`config.mk`:
```
export PLATFORM = sky130hd
export DESIGN_NAME = hc595_receiver
export DESIGN_NICKNAME = d
export VERILOG_FILES = /design/src/rtl/hc595_receiver.sv
export SDC_FILE = /design/constraint.sdc
export NUM_CORES = 1
export LEC_CHECK = 0
export ABC_AREA = 1
export BUFFER_PORTS_ARGS = -buffer_cell sky130_fd_sc_hd__buf_2
export CORE_MARGIN = 2
export CORE_UTILIZATION = 30
export DETAILED_ROUTE_END_ITERATION = 10
export PLACE_DENSITY = 0.49
export SLEW_MARGIN = 20
export SYNTH_ARGS = -nofsm -noshare
export SYNTH_HDL_FRONTEND = slang
export SYNTH_SLANG_ARGS = --single-unit
```
`constraint.sdc`:
```
create_clock -name clk -period 1.55 [get_ports clk]
set_input_delay 0.0775 -clock clk [delete_from_list [all_inputs] [get_ports clk]]
set_output_delay 0.0775 -clock clk [all_outputs]
set_load 0.01 [all_outputs]
```
`src/rtl/hc595_receiver.sv`:
```
// Serial-to-parallel receiver for the ds/shcp/stcp/oe display link (74HC595 far-end model).
// Optional frame-length checking is enabled by defining HC595_FRAME_CHECK_EN.
module hc595_receiver #(
  parameter int SEL_W = 6,
  parameter int SEG_W = 8
) (
  input  logic             clk,
  input  logic             rst,
  input  logic             ds,
  input  logic             shcp,
  input  logic             stcp,
  input  logic             oe,
  output logic [SEL_W-1:0] sel,
  output logic [SEG_W-1:0] seg,
  output logic             frame_valid,
  output logic             frame_err
);

  localparam int W  = SEL_W + SEG_W;
  localparam int CW = $clog2(W + 2);
  localparam logic [CW-1:0] CNT_FULL = CW'(W);
  localparam logic [CW-1:0] CNT_MAX  = CW'(W + 1);

  // Synchronizer chains: bit 0 is s1, bit 1 is s2, bit 2 (edge-detect history) is s3.
  logic [1:0]   ds_s_q;
  logic [2:0]   shcp_s_q;
  logic [2:0]   stcp_s_q;
  logic [1:0]   oe_s_q;

  logic [W-1:0]  sr_q, sr_d;
  logic [CW-1:0] cnt_q, cnt_d;
  logic [W-1:0]  storage_q, storage_d;
  logic          valid_q, valid_d;
  logic          err_d;

  logic shcp_rise;
  logic stcp_rise;

  assign shcp_rise = shcp_s_q[1] & ~shcp_s_q[2];
  assign stcp_rise = stcp_s_q[1] & ~stcp_s_q[2];

  always_comb begin
    sr_d      = sr_q;
    cnt_d     = cnt_q;
    storage_d = storage_q;
    valid_d   = 1'b0;
    err_d     = 1'b0;

    // The latch decision uses the pre-shift sr and cnt, so a coincident shift
    // bit belongs to the next frame.
    if (stcp_rise) begin
      if (cnt_q == CNT_FULL) begin
        storage_d = sr_q;
        valid_d   = 1'b1;
      end else if (cnt_q != '0) begin
`ifdef HC595_FRAME_CHECK_EN
        err_d = 1'b1;
`else
        storage_d = sr_q;
        valid_d   = 1'b1;
`endif
      end
      cnt_d = shcp_rise ? CW'(1) : '0;
    end else if (shcp_rise && (cnt_q != CNT_MAX)) begin
      cnt_d = cnt_q + CW'(1);
    end

    if (shcp_rise) begin
      sr_d = {ds_s_q[1], sr_q[W-1:1]};
    end
  end

  always_ff @(posedge clk) begin
    if (rst) begin
      ds_s_q    <= '0;
      shcp_s_q  <= '0;
      stcp_s_q  <= '0;
      oe_s_q    <= '0;
      sr_q      <= '0;
      cnt_q     <= '0;
      storage_q <= '0;
      valid_q   <= 1'b0;
    end else begin
      ds_s_q    <= {ds_s_q[0], ds};
      shcp_s_q  <= {shcp_s_q[1:0], shcp};
      stcp_s_q  <= {stcp_s_q[1:0], stcp};
      oe_s_q    <= {oe_s_q[0], oe};
      sr_q      <= sr_d;
      cnt_q     <= cnt_d;
      storage_q <= storage_d;
      valid_q   <= valid_d;
    end
  end

`ifdef HC595_FRAME_CHECK_EN
  logic err_q;

  always_ff @(posedge clk) begin
    if (rst) begin
      err_q <= 1'b0;
    end else begin
      err_q <= err_d;
    end
  end

  assign frame_err = err_q;
`else
  logic unused_err;
  assign unused_err = err_d;
  assign frame_err  = 1'b0;
`endif

  // oe is active-low; storage itself is never touched by blanking.
  assign sel         = oe_s_q[1] ? '0 : storage_q[SEL_W-1:0];
  assign seg         = oe_s_q[1] ? '0 : storage_q[W-1:SEL_W];
  assign frame_valid = valid_q;

endmodule

```
==> summary.txt <==
Layout
  • Layout cell share with drive strength beyond 1: 0.228
  • Multi-input gate area: 718 sq um
  • Final Instance Area: 2080 sq um
  • Most common cell after layout, fill and taps aside: nor2_1
  • # fillers: 651
  • Antenna cells: 0
  • Post-Layout Cell Count: 325
  • Final #Nets: 257
  • Register area: 861 sq um
  • Area delta synth->final: 17.0%
  • Commonest cells after routing, fill and taps aside: nor2_1 (58), dfxtp_1 (43), inv_1 (28)

Critical path
  • Worst setup startpoint: cnt_q[0]
  • Worst reg-to-reg setup slack: 260 ps
  • Crit path capture: storage_q[1]
  • Worst Setup End Kind: register
  • RR Startpoint: cnt_q[0]
  • Critical path class: register to register
  • Crit Path Max Fanout: 15
  • Worst EP required: 1730 ps
  • FF-to-FF End: storage_q[1]
  • CP Launch Type: register
  • Crit path arrival time: 1470 ps
  • Cells on worst reg2reg path: 6

Floorplanning
  • Placeable Area: 5820 sq um
  • FP Rows: 28
  • DIE HEIGHT: 81.1 um
  • Die W: 81.1 um
  • Starting Density: 0.306
  • Die area: 6570 sq um
  • Io pins: 22

Detailed routing
  • Routed WL per cell: 9.91 um
  • Iteration-0 DRC count of the detailed router: 46
  • Via count: 1347
  • Total routed wirelength: 3220 um
  • DRT met1 WL: 1690 um
  • Antenna violation net count after detailed routing: 0
  • Number of vias per cell: 4.14
  • Top sig layer: met4
  • Router iterations before antenna repair: 4
  • DRC Markers: 0
  • Met3 WL: 136 um
  • Met2 WL: 1330 um

Pwr
  • Static leakage: 0.912 nW
  • Peak VDD IR: 0.466 mV
  • Power Total: 0.00232 W
  • Power Dens Cells: 1110 nW/um^2

Global route
  • Antenna violations before repair: 0
  • Number of global-route vias before repair: 1240
  • First-pass GRT wire length: 5650 um
  • GRT Total Usage: 0.113
  • Largest net degree at the start of global routing: 18
  • Global route overflow: 0

Place
  • Routability Congestion: 0.796
  • Area after DPL: 1910 sq um
  • Place WS: 264 ps
  • Cells after DPL: 313
  • I/O Buffers: 20
  • DP HPWL: 2260 um

Clock tree
  • # H-tree levels: 2
  • Clock root buffer: clkbuf_8
  • Clock-pin slew on the worst setup and hold paths: 80 ps
  • Clock Sinks: 43
  • Total CTS buffers: 5
  • Post-cts repair resize count: 0
  • TritonCTS clock tree: yes
  • Worst-Skew Late Latency: 300 ps
  • Longest Clk Path Bufs: 2

STA
  • Slew HR: 0.658
  • Fin crit share: 0.831
  • Final setup fails: 0
  • Final count of pins violating max slew: 0
  • Slew @ Worst Pin: 512 ps
  • FMAX: 776 MHz
  • Fin crit period: 1290 ps
  • Post-route setup TNS: 0 ps
  • RSZ-0062 raised after global routing: no
  • Final Hold Fails: 0
  • Setup ws final: 262 ps
  • Worst Skew: 8.01 ps

Synth
  • Mux cell area share after synthesis: 0
  • Avg Inst Size Synth: 7.88 sq um
  • Post-Synth Adder-Cell Area: 0.0140
  • Yosys cell types: 24
  • Post-Syn Area: 1780 sq um
  • Post-synthesis compound-gate area fraction: 0.112
  • Post-synthesis sequential area ratio: 0.483
  • Syn. warnings: 0
  • Net Count, Synth: 234
  • XOR/XNOR Fraction of Synth Area: 0
  • Yosys reg bits: 43
  • Synthesized instance count: 226
  • Largest family of logic cells by synthesized area: simple AND/OR/NAND/NOR gates
  • Post-Synth Simple-Gate Area: 0.275

Hold path
  • Worst min path class: input pin to register

Job
  • Max-Cap Viols: 0

Run status
  • Run status: finished, final reports clean
## area by class of cell
cell class	count	area share
Inverter	31	0.0558
Multi-Input combinational cell	141	0.345
Clock buffer	6	0.0348
Tap cell	75	0.0450
Clock inverter	2	0.0288
Timing Repair Buffer	27	0.0780
Sequential cell	43	0.413
## worst max-delay path: stages (launching register included)
cell     delay [ps]
dfxtp_1         380
inv_1            80
ha_1            230
nand2_4         170
nand2_4         170
nand2_1         100
a21oi_1          60
## repair_timing
action | 4_1_cts | 5_1_grt
hold endpoints to repair | 4 | 0
endpoints found under the setup margin | 0 | 0
hold buffers | 4 | 0
setup buffers | 0 | 0
## how the worst min path moves through the flow
stage	startpoint	to	slack, ps	depth (start not counted)
global placement	shcp	shcp_s_q[0]	280	3
global route	rst	shcp_s_q[1]	120	2
floorplan	ds	ds_s_q[0]	180	2
CTS	rst	oe_s_q[0]	120	2
finish	rst	shcp_s_q[1]	110	2
detailed placement	oe	oe_s_q[0]	280	3
## power breakdown
part | internal, W | switching, W | total, W
combinational | 0.0000479 | 0.0000849 | 0.000133
sequential | 0.00114 | 0.0000268 | 0.00116
clock | 0.000644 | 0.000379 | 0.00102
total | 0.00183 | 0.000490 | 0.00232
## cells by family (layout without fill, tap and decap cells)
family          count (synthesis)  count (layout)
other cells                     1               1
buf+inv                        42              66
simple gates                  105             105
flops                          43              43
fa+ha+maj                       2               2
compound gates                 33              33
## sequential cells by signal, summed over array words and instances (netlist names)
name         count
frame_valid      1
cnt_q            4
shcp_s_q         3
ds_s_q           2
sr_q            14
storage_q       14
stcp_s_q         3
oe_s_q           2
## stage by stage
step	hold WS, ps	utilization
global placement	280	0.329
CTS	116	0.358
floorplan	184	-
finish	113	0.358
detailed placement	284	0.329
global route	121	0.358
## synth_stat cells
cell type	instances	area share
nor2_1	58	0.12
dfxtp_1	43	0.48
inv_1	28	0.059
nand2_1	16	0.034
nand3_1	15	0.042
o21ai_0	14	0.039
a21oi_2	9	0.044
nand2_2	9	0.032
a21oi_1	8	0.022
buf_2	6	0.017
inv_2	3	0.0063
ha_1	2	0.014
nand2_4	2	0.013
nor2_4	2	0.013
o21ai_1	2	0.0056
buf_12	1	0.011
buf_4	1	0.0042
buf_6	1	0.0063
clkbuf_1	1	0.0021
clkbuf_8	1	0.0077
conb_1	1	0.0021
nand3_2	1	0.0056
nand4_1	1	0.0035
nor2_8	1	0.011
## routing by layer
layer  vias to the layer above  global-route usage
li1                        735                   -
met1                       585               0.153
met2                        22               0.169
met3                         5              0.0333
met4                         0              0.0458
met5                         -                   0
Power figures use the tool's default switching activity.
